==> src/rtl/cpu_issuer_pkg.sv <==
// Shared types and constants for the cpu_issuer block.
package cpu_issuer_pkg;

    localparam int INSTR_W = 16;

    // Bit positions of the captured status flags inside last_nvz.
    localparam int NVZ_N_IDX = 2;
    localparam int NVZ_V_IDX = 1;
    localparam int NVZ_Z_IDX = 0;

    typedef enum logic [1:0] {
        ST_IDLE  = 2'd0,
        ST_LOAD  = 2'd1,
        ST_START = 2'd2,
        ST_EXEC  = 2'd3
    } state_t;

endpackage

==> src/rtl/instr_fifo.sv <==
// Instruction FIFO: DEPTH entries (power of 2, >= 2), registered full/empty,
// sticky overflow flag for pushes that arrive while full.
module instr_fifo
    import cpu_issuer_pkg::*;
#(
    parameter int DEPTH = 8
) (
    input  logic               clk,
    input  logic               rst_n,
    input  logic               push_i,
    input  logic [INSTR_W-1:0] data_i,
    input  logic               pop_i,
    output logic [INSTR_W-1:0] head_o,
    output logic               full_o,
    output logic               empty_o,
    output logic               ovf_o
);

    localparam int AW   = $clog2(DEPTH);
    localparam int CNTW = AW + 1;

    logic [INSTR_W-1:0] mem_q [DEPTH];
    logic [AW-1:0]      wr_ptr_q, rd_ptr_q;
    logic [CNTW-1:0]    count_q, count_d;
    logic               full_q, empty_q, ovf_q;
    logic               accept, take;

    // A push is taken only when not full at the edge; a pop on an empty FIFO is ignored.
    assign accept = push_i && !full_q;
    assign take   = pop_i && !empty_q;

    // Next occupancy; a simultaneous accepted push and pop cancel out.
    always_comb begin
        count_d = count_q;
        if (accept && !take) begin
            count_d = count_q + CNTW'(1);
        end else if (!accept && take) begin
            count_d = count_q - CNTW'(1);
        end
    end

    // Pointers, count, registered status flags and sticky overflow.
    always_ff @(posedge clk or negedge rst_n) begin
        if (!rst_n) begin
            wr_ptr_q <= '0;
            rd_ptr_q <= '0;
            count_q  <= '0;
            full_q   <= 1'b0;
            empty_q  <= 1'b1;
            ovf_q    <= 1'b0;
        end else begin
            if (accept) wr_ptr_q <= wr_ptr_q + AW'(1);
            if (take)   rd_ptr_q <= rd_ptr_q + AW'(1);
            count_q <= count_d;
            full_q  <= (count_d == CNTW'(DEPTH));
            empty_q <= (count_d == '0);
            if (push_i && full_q) ovf_q <= 1'b1;
        end
    end

    // Storage array; contents need no reset because empty gates every read.
    always_ff @(posedge clk) begin
        if (accept) mem_q[wr_ptr_q] <= data_i;
    end

    assign head_o  = mem_q[rd_ptr_q];
    assign full_o  = full_q;
    assign empty_o = empty_q;
    assign ovf_o   = ovf_q;

endmodule

==> src/rtl/cpu_issuer.sv <==
// cpu_issuer: pops host-pushed instructions from a FIFO and sequences the
// cpu's load/start/wait handshake, capturing out and N/V/Z on completion.
// Optional feature macro: CPU_ISSUER_TRACE_EN adds a 16-bit retired counter.
//
// Handshakes: the host side treats push as valid with an implicit ready of
// !full; a push seen while full is dropped and latches ovf. On the cpu side,
// a new instruction starts only while cpu_w (idle) is high; cpu_load then
// cpu_s are one-cycle pulses, and cpu_w high after the guard cycle of EXEC
// marks completion.
module cpu_issuer
    import cpu_issuer_pkg::*;
#(
    parameter int DEPTH   = 8,
    parameter int TIMEOUT = 64
) (
    input  logic               clk,
    input  logic               reset,
    input  logic               run,
    input  logic               push,
    input  logic [INSTR_W-1:0] push_instr,
    output logic               full,
    output logic               empty,
    output logic               ovf,
    output logic               err,
    output logic [INSTR_W-1:0] cpu_in,
    output logic               cpu_load,
    output logic               cpu_s,
    input  logic               cpu_w,
    input  logic [INSTR_W-1:0] cpu_out,
    input  logic               cpu_N,
    input  logic               cpu_V,
    input  logic               cpu_Z,
    output logic               busy,
    output logic               done,
    output logic [INSTR_W-1:0] last_out,
    output logic [2:0]         last_nvz,
    output state_t             dbg_state
`ifdef CPU_ISSUER_TRACE_EN
    ,
    output logic [15:0]        retired
`endif
);

    localparam int CW = $clog2(TIMEOUT + 1);

    state_t             state_q, state_d;
    logic [CW-1:0]      cnt_q, cnt_d;
    logic [INSTR_W-1:0] cpu_in_q, cpu_in_d;
    logic               done_q, done_d;
    logic               err_q, err_d;
    logic               cap_en;
    logic               pop;
    logic [INSTR_W-1:0] fifo_head;
    logic [INSTR_W-1:0] last_out_q;
    logic [2:0]         last_nvz_q, nvz_now;

    instr_fifo #(.DEPTH(DEPTH)) u_fifo (
        .clk     (clk),
        .rst_n   (reset),
        .push_i  (push),
        .data_i  (push_instr),
        .pop_i   (pop),
        .head_o  (fifo_head),
        .full_o  (full),
        .empty_o (empty),
        .ovf_o   (ovf)
    );

    // Next state, EXEC cycle counter, completion/timeout decisions and FIFO pop.
    always_comb begin
        state_d  = state_q;
        cnt_d    = cnt_q;
        cpu_in_d = cpu_in_q;
        done_d   = 1'b0;
        err_d    = err_q;
        cap_en   = 1'b0;
        pop      = 1'b0;
        case (state_q)
            ST_IDLE: begin
                if (run && !empty && cpu_w) begin
                    state_d  = ST_LOAD;
                    cpu_in_d = fifo_head;
                end
            end
            ST_LOAD: begin
                state_d = ST_START;
            end
            ST_START: begin
                pop     = 1'b1;
                cnt_d   = '0;
                state_d = ST_EXEC;
            end
            ST_EXEC: begin
                // cnt_q == 0 is the guard cycle: the cpu may not have dropped w yet.
                if (cnt_q != '0 && cpu_w) begin
                    cap_en  = 1'b1;
                    done_d  = 1'b1;
                    state_d = ST_IDLE;
                end else if (cnt_q == CW'(TIMEOUT - 1)) begin
                    err_d   = 1'b1;
                    state_d = ST_IDLE;
                end else begin
                    cnt_d = cnt_q + CW'(1);
                end
            end
            default: state_d = ST_IDLE;
        endcase
    end

    // FSM state, counter, held instruction word, done pulse and sticky error.
    always_ff @(posedge clk or negedge reset) begin
        if (!reset) begin
            state_q  <= ST_IDLE;
            cnt_q    <= '0;
            cpu_in_q <= '0;
            done_q   <= 1'b0;
            err_q    <= 1'b0;
        end else begin
            state_q  <= state_d;
            cnt_q    <= cnt_d;
            cpu_in_q <= cpu_in_d;
            done_q   <= done_d;
            err_q    <= err_d;
        end
    end

    // Assemble the live status flags in last_nvz bit order.
    always_comb begin
        nvz_now            = '0;
        nvz_now[NVZ_N_IDX] = cpu_N;
        nvz_now[NVZ_V_IDX] = cpu_V;
        nvz_now[NVZ_Z_IDX] = cpu_Z;
    end

    // Result capture on successful completion only.
    always_ff @(posedge clk or negedge reset) begin
        if (!reset) begin
            last_out_q <= '0;
            last_nvz_q <= '0;
        end else if (cap_en) begin
            last_out_q <= cpu_out;
            last_nvz_q <= nvz_now;
        end
    end

`ifdef CPU_ISSUER_TRACE_EN
    logic [15:0] retired_q;

    // Count completed instructions; wraps naturally at 16 bits.
    always_ff @(posedge clk or negedge reset) begin
        if (!reset) begin
            retired_q <= '0;
        end else if (done_d) begin
            retired_q <= retired_q + 16'd1;
        end
    end

    assign retired = retired_q;
`endif

    assign cpu_in    = cpu_in_q;
    assign cpu_load  = (state_q == ST_LOAD);
    assign cpu_s     = (state_q == ST_START);
    assign busy      = (state_q != ST_IDLE);
    assign done      = done_q;
    assign err       = err_q;
    assign last_out  = last_out_q;
    assign last_nvz  = last_nvz_q;
    assign dbg_state = state_q;

endmodule

==> config.mk <==
export PLATFORM = sky130hd
export DESIGN_NAME = cpu_issuer
export DESIGN_NICKNAME = d
export VERILOG_FILES = /design/src/rtl/cpu_issuer_pkg.sv /design/src/rtl/instr_fifo.sv /design/src/rtl/cpu_issuer.sv
export SDC_FILE = /design/constraint.sdc
export NUM_CORES = 1
export LEC_CHECK = 0
export ABC_AREA = 1
export BUFFER_PORTS_ARGS = -buffer_cell sky130_fd_sc_hd__buf_4
export CAP_MARGIN = 20
export CORE_UTILIZATION = 30
export CTS_BUF_LIST = sky130_fd_sc_hd__clkbuf_8
export CTS_CLUSTER_SIZE = 40
export DETAILED_ROUTE_END_ITERATION = 12
export PLACE_DENSITY = 0.46
export SYNTH_ARGS = -nofsm -noshare
export SYNTH_HDL_FRONTEND = slang
export SYNTH_SLANG_ARGS = --single-unit
==> constraint.sdc <==
create_clock -name clk -period 2.12 [get_ports clk]
set_input_delay 0.424 -clock clk [delete_from_list [all_inputs] [get_ports clk]]
set_output_delay 0.424 -clock clk [all_outputs]
set_load 0.01 [all_outputs]
==> flow_metrics.py, run 1 <==
metrics = {
    "final_layout": {
        "multi_input_area_um2": 2110,
        "final_core_util": 0.363,
        "final_common_cell": "nand2_1",
        "ff_latch_area_um2": 5320,
        "mostFrequentLayoutCells": "nand2_1 (133), nor2_1 (131), edfxtp_1 (128), buf_4 (106), o21ai_0 (66)",
        "drive_gt1_frac": 0.204,
        "area_growth_pct": 18.3,
        "stdcell_count": 1126,
        "nets": 834,
        "fillers": 2545,
        "antenna_cells": 0,
        "final_area_um2": 9170,
    },
    "power": {
        "powerDensity_nw_per_um2": 1290,
        "internal_power_mw": 7.55,
        "comb_power_share": 0.356,
        "clock_power_share": 0.209,
        "pwr-share-seq": 0.435,
        "leakage_nw": 3.73,
        "peakVddDrop_uv": 581,
        "switchingPower_mw": 4.26,
        "swShare": 0.361,
    },
    "die": {
        "die_w_um": 163,
        "fp.dieArea_um2": 26500,
        "die_y_um": 163,
        "io_pins": 85,
        "initial_utilization": 0.307,
        "core_um2": 25300,
        "core.rowCount": 58,
    },
    "outcome": {
        "status": "complete, no violations",
    },
    "clock_network": {
        "clkTransAtPathRegs_ns": 0.10,
        "clock_sinks": 187,
        "cts_tree": "yes",
        "post_cts.repair.setup_buffers": 0,
        "cts_root_buf": "clkbuf_8",
        "h-tree-depth": 4,
        "cts_buffers": 17,
        "clockBufferDepth": 2,
        "clk_latency_ns": 0.45,
        "cts_hold_buffers": 0,
        "post_cts_resized": 0,
    },
    "worst_setup_path": {
        "arrival_ns": 1.46,
        "cp_max_fo": 5,
        "required_ns": 1.70,
        "reg2reg_from": "dbg_state[0]",
        "cp-endpoint": "busy",
        "endpoint_kind": "primary output",
        "crit_path_start_kind": "register",
        "r2r-end": "u_fifo.empty_o",
        "r2r_slack_ns": 0.32,
        "crit_start": "dbg_state[0]",
        "ff2ff_path_depth": 9,
        "crit_type": "reg2out",
    },
    "synthesis": {
        "ys_seq_area_frac": 0.687,
        "syn_area_um2": 7750,
        "synth-seq-cells": 187,
        "synth_edf_count": 128,
        "syn_nets": 741,
        "ys.flop_type": "edfxtp_1",
        "syn_area_per_cell_um2": 11.2,
        "async_flop_share": 0.316,
        "postSynthCellCount": 690,
        "yosysWarningCount": 0,
        "yosysUniqueCellTypes": 32,
    },
    "global_routing": {
        "grt_pass1_wl_um": 27300,
        "use_met3": 0.0298,
        "antenna_found_initial": 0,
        "grt_start_max_net_pins": 52,
        "grt_use_met1": 0.181,
        "grt.busiest_layer": "met2",
        "use_met2": 0.223,
        "grt_pass1_vias": 5168,
        "overflow": 0,
        "grt.total_usage": 0.137,
    },
    "placement": {
        "port_buffers": 84,
        "placed_area_um2": 8750,
        "place_hpwl_um": 10800,
        "routabilityCongestion": 0.711,
        "dp_cells": 1094,
        "pre_cts_ws_ns": 0.325,
    },
    "timing": {
        "hold_violations": 0,
        "rsz0062_at_grt": "no",
        "setup_tns_ns": 0,
        "fin_crit_sh": 0.888,
        "fin_ws_ns": 0.237,
        "finalSetupViolCount": 0,
        "worstMarginPinSlew_ns": 0.756,
        "fin_skew_ns": 0.0179,
        "max-slew-margin-rel": 0.496,
        "fin_crit_ns": 1.88,
        "fmax_mhz": 531,
        "finalMaxSlewViolations": 0,
    },
    "drt": {
        "drtPass1Iterations": 4,
        "wl_per_cell_um": 15.3,
        "drt-total-wl_um": 17200,
        "drc": 0,
        "ant_nets": 0,
        "vias": 5135,
        "drtIter0Drc": 325,
        "via_per_inst": 4.56,
    },
    "min_path": {
        "hold_class": "in2async",
    },
    "run": {
        "cap_violations": 0,
    },
}
## sequential cells by signal, indices dropped and copies added, names as in the netlist, 2 cells and up
register	flops
u_fifo.count_q	4
cnt_q	7
u_fifo.rd_ptr_q	3
dbg_state	2
last_out	16
cpu_in	16
u_fifo.mem_q	128
u_fifo.wr_ptr_q	3
last_nvz	3
## routing by layer
| layer | vias up | wire length [um] |
|---|---|---|
| met1 | 2511 | 8060 |
| met3 | 9 | 624 |
| met5 | - | 0 |
| li1 | 2520 | - |
| met2 | 95 | 8400 |
| met4 | 0 | 136 |
## Yosys cell counts, types with 4 or more instances
cell	number	area share
edfxtp_1	128	0.50
ha_1	11	0.018
o21ai_0	66	0.043
inv_1	26	0.013
nand2_1	133	0.064
dfrtp_1	58	0.19
o211ai_1	16	0.016
nand3_1	50	0.032
nand2_2	5	0.0040
nor2_1	131	0.063
buf_2	11	0.0071
xor2_1	4	0.0045
o21ai_2	5	0.0057
clkbuf_1	5	0.0024
buf_4	12	0.012
or2_2	5	0.0040
## cell type report
cell class	instances	share of cell area
clock buffers	19	0.0285
clock inverters	13	0.0168
inverters	29	0.0119
multi-input cells	442	0.230
flip-flops and latches	187	0.581
well taps	330	0.0451
repair buffers	106	0.0868
## power groups by stage
| stage | sequential, mW | combinational, mW | clock [mW] |
|---|---|---|---|
| global route | 5.24 | 4.77 | 2.69 |
| finish | 5.14 | 4.20 | 2.47 |
| global placement | 5.20 | 4.24 | 0 |
| detailed placement | 5.22 | 4.30 | 0 |
| floorplan | 5.31 | 2.66 | 0 |
| CTS | 5.14 | 4.31 | 2.55 |
## through the flow
stage	hold WS (ns)	total power, mW
global route	0.0619	12.7
global placement	0.463	9.44
CTS	0.0402	12.0
floorplan	0.128	7.97
detailed placement	0.467	9.51
finish	0.0292	11.8
## worst max-delay path, cell delays in order, from the launching register on
cell,delay (ns)
dfrtp_1,0.44
inv_1,0.11
ha_1,0.22
inv_1,0.11
buf_4,0.14
## worst min path at each step
stage	start	end	slack (ns)
global placement	last_out[11]	last_out[11]	0.46
detailed placement	last_out[5]	last_out[5]	0.47
global route	reset	cpu_in[5]	0.06
floorplan	reset	cnt_q[0]	0.13
CTS	reset	cpu_in[3]	0.04
finish	reset	cpu_in[3]	0.03
## cell families (layout without fill, tap and decap cells)
group	after synthesis	count (layout)	synth area share
XOR/XNOR	4	4	0.00452
buffers and inverters	61	167	0.0407
AND/OR/NAND/NOR	335	335	0.181
AO/OA/AOI/OAI	91	91	0.0674
flip-flops	187	187	0.687
adder cells (fa/ha/maj)	11	11	0.0178
multiplexers	1	1	0.00129
No activity file was read; power rests on OpenSTA's default activity.
==> run 2, diff against run 1 <==
- BUFFER_PORTS_ARGS: -buffer_cell sky130_fd_sc_hd__buf_4 -> not set
- DONT_BUFFER_PORTS: not set -> 1
- PLACE_DENSITY: 0.46 -> 0.43
==> run 2 against run 1 <==
Critical path depth fell by 1. Worst hold slack gained 0.025 ns. Cell count decreased by 6.7%. Routed wire length increased by 5.3%. First-iteration DRC count down 22%. Design area fell by 5.7%. Combinational power fell by 16%. Count of clock-buffer cells in the layout shrank 2. Maximum frequency shrank 2.2%. Sequential share of layout area increased by 3.5 points. Via count down 4.0%. Critical path type unchanged. Largest cell class unchanged. Largest power group unchanged. Highest routed layer unchanged.
==> flow_metrics.py, run 2 (synthesis results as in run 1) <==
metrics = {
    "timing": {
        "worstMarginPinSlew_ns": 0.515,
        "rsz0062_at_grt": "no",
        "fmax_mhz": 519,
        "fin_ws_ns": 0.194,
        "finalSetupViolCount": 0,
        "finalMaxSlewViolations": 0,
        "setup_tns_ns": 0,
        "max-slew-margin-rel": 0.656,
        "fin_skew_ns": 0.0132,
        "fin_crit_ns": 1.93,
        "fin_crit_sh": 0.908,
        "hold_violations": 0,
    },
    "final_layout": {
        "mostFrequentLayoutCells": "nand2_1 (133), nor2_1 (131), edfxtp_1 (128), o21ai_0 (66), dfrtp_1 (57)",
        "final_common_cell": "nand2_1",
        "drive_gt1_frac": 0.114,
        "area_growth_pct": 11.6,
        "antenna_cells": 0,
        "nets": 758,
        "stdcell_count": 1050,
        "top_register": "u_fifo.mem_q",
        "fillers": 2516,
        "largest_reg_flops": 128,
    },
    "clock_network": {
        "clk_latency_ns": 0.46,
        "cts_tree": "yes",
        "h-tree-depth": 4,
        "clockBufferDepth": 2,
        "cts_buffers": 17,
        "clkTransAtPathRegs_ns": 0.10,
        "cts_root_buf": "clkbuf_8",
        "clock_sinks": 187,
    },
    "worst_setup_path": {
        "r2r_slack_ns": 0.28,
        "cp.buffers_inverters": 2,
        "crit_type": "reg2out",
        "crit_slowest_cell": "dfrtp_1",
        "endpoint_kind": "primary output",
        "crit_top_cell": "inv_1",
        "arrival_ns": 1.50,
        "crit_path_start_kind": "register",
        "crit_family": "flip-flops",
        "cpPeakStageDelay_ns": 0.48,
        "required_ns": 1.70,
        "cp_cell_sequence": "inv_1, ha_1, inv_1",
        "cp_max_fo": 5,
    },
    "placement": {
        "place_hpwl_um": 11100,
        "pre_cts_ws_ns": 0.276,
        "port_buffers": 0,
        "dp_cells": 1010,
        "routabilityCongestion": 0.708,
    },
    "die": {
        "core.rowCount": 58,
        "die_w_um": 163,
        "fp.dieArea_um2": 26500,
        "core_um2": 25300,
        "io_pins": 85,
        "die_y_um": 163,
        "initial_utilization": 0.307,
    },
    "min_path": {
        "hold_class": "in2reg",
    },
    "power": {
        "comb_power_share": 0.311,
        "powerDensity_nw_per_um2": 1310,
        "clock_power_share": 0.217,
        "switchingPower_mw": 4.37,
        "swShare": 0.385,
        "pwr-share-seq": 0.472,
        "internal_power_mw": 6.98,
        "peakVddDrop_uv": 436,
        "leakage_nw": 3.35,
    },
    "drt": {
        "drc": 0,
        "ant_nets": 0,
        "via_per_inst": 4.69,
        "wl_per_cell_um": 17.3,
        "drt-total-wl_um": 18100,
        "drtIter0Drc": 253,
        "vias": 4928,
        "drtPass1Iterations": 4,
    },
    "global_routing": {
        "grt_start_max_net_pins": 60,
        "grt_use_met1": 0.184,
        "grt.total_usage": 0.144,
        "use_met2": 0.235,
        "grt.busiest_layer": "met2",
        "use_met3": 0.0446,
        "grt_pass1_wl_um": 28300,
        "antenna_found_initial": 0,
        "grt_pass1_vias": 4969,
        "overflow": 0,
    },
    "outcome": {
        "status": "complete, no violations",
    },
    "run": {
        "cap_violations": 0,
    },
}
==> run 2: cell types whose count changed in the layout (fill, tap and decap cells not counted) <==
cell and change:
buf_12 +1, buf_16 +1, buf_4 -85, bufinv_16 -1, clkbuf_8 -2, clkinv_2 -1, clkinv_4 -1, clkinv_8 +1
dlygate4sd3_1 +7, inv_1 -3, inv_6 +6, inv_8 +1
==> run 2: through the flow <==
stage                     utilization  instance area, um2  hold WS [ns]  power, mW
final                           0.342                8640        0.0540       11.4
after detailed placement        0.322                8130         0.130       9.01
after global placement          0.322                8130         0.130       8.95
after CTS                       0.340                8580        0.0105       11.5
after global routing            0.342                8640       0.00392       12.3
after floorplan                     -                7750         0.128       7.97
==> run 2: worst paths after layout <==
kind,start,to,depth (start not counted)
max reg2reg,dbg_state[0],u_fifo.empty_o,9
min,push_instr[9],u_fifo.mem_q[3][9],0
max in group asynchronous,reset,u_fifo.empty_o,2
min in group asynchronous,reset,cpu_in[11],2
max,dbg_state[0],busy,3
min reg2reg,u_fifo.wr_ptr_q[0],u_fifo.wr_ptr_q[0],2
==> run 2: metal layers <==
| layer | routed length (um) | up-vias |
|---|---|---|
| li1 | - | 2366 |
| met1 | 8190 | 2466 |
| met2 | 8850 | 85 |
| met3 | 922 | 11 |
| met4 | 177 | 0 |
| met5 | 0 | - |
==> run 2: area by class of cell <==
cell class | count | area [um2] | share of cell area
clock inverter | 15 | 179 | 0.0207
clock buffer | 17 | 234 | 0.0271
inverter | 29 | 109 | 0.0126
sequential | 187 | 5320 | 0.616
timing repair buffer | 30 | 275 | 0.0319
multi-input combinational | 442 | 2110 | 0.244
tap | 330 | 413 | 0.0478
==> run 2: repair_timing <==
| item | in CTS | in global routing |
|---|---|---|
| endpoints found under the setup margin | 0 | 0 |
| buffers inserted | 0 | 0 |
| hold buffers | 2 | 6 |
| gates resized for setup | 0 | 0 |
| hold endpoints to repair | 59 | 28 |
==> run 2: power by group through the flow <==
| stage | sequential [mW] | combinational, mW | clock, mW |
|---|---|---|---|
| 6_report | 5.36 | 3.53 | 2.46 |
| 5_1_grt | 5.46 | 4.07 | 2.72 |
| 4_1_cts | 5.38 | 3.61 | 2.56 |
| 3_5_place_dp | 5.46 | 3.55 | 0 |
| 3_3_place_gp | 5.44 | 3.51 | 0 |
| 2_1_floorplan | 5.31 | 2.66 | 0 |
==> run 2: worst reg2reg max path, stage by stage (launching register included) <==
cell     delay [ns]
dfrtp_1        0.48
inv_1          0.14
ha_1           0.32
inv_1          0.08
nor2_2         0.20
nand2_2        0.08
nand2_2        0.08
xor2_1         0.18
nand2_1        0.10
nor2_1         0.12
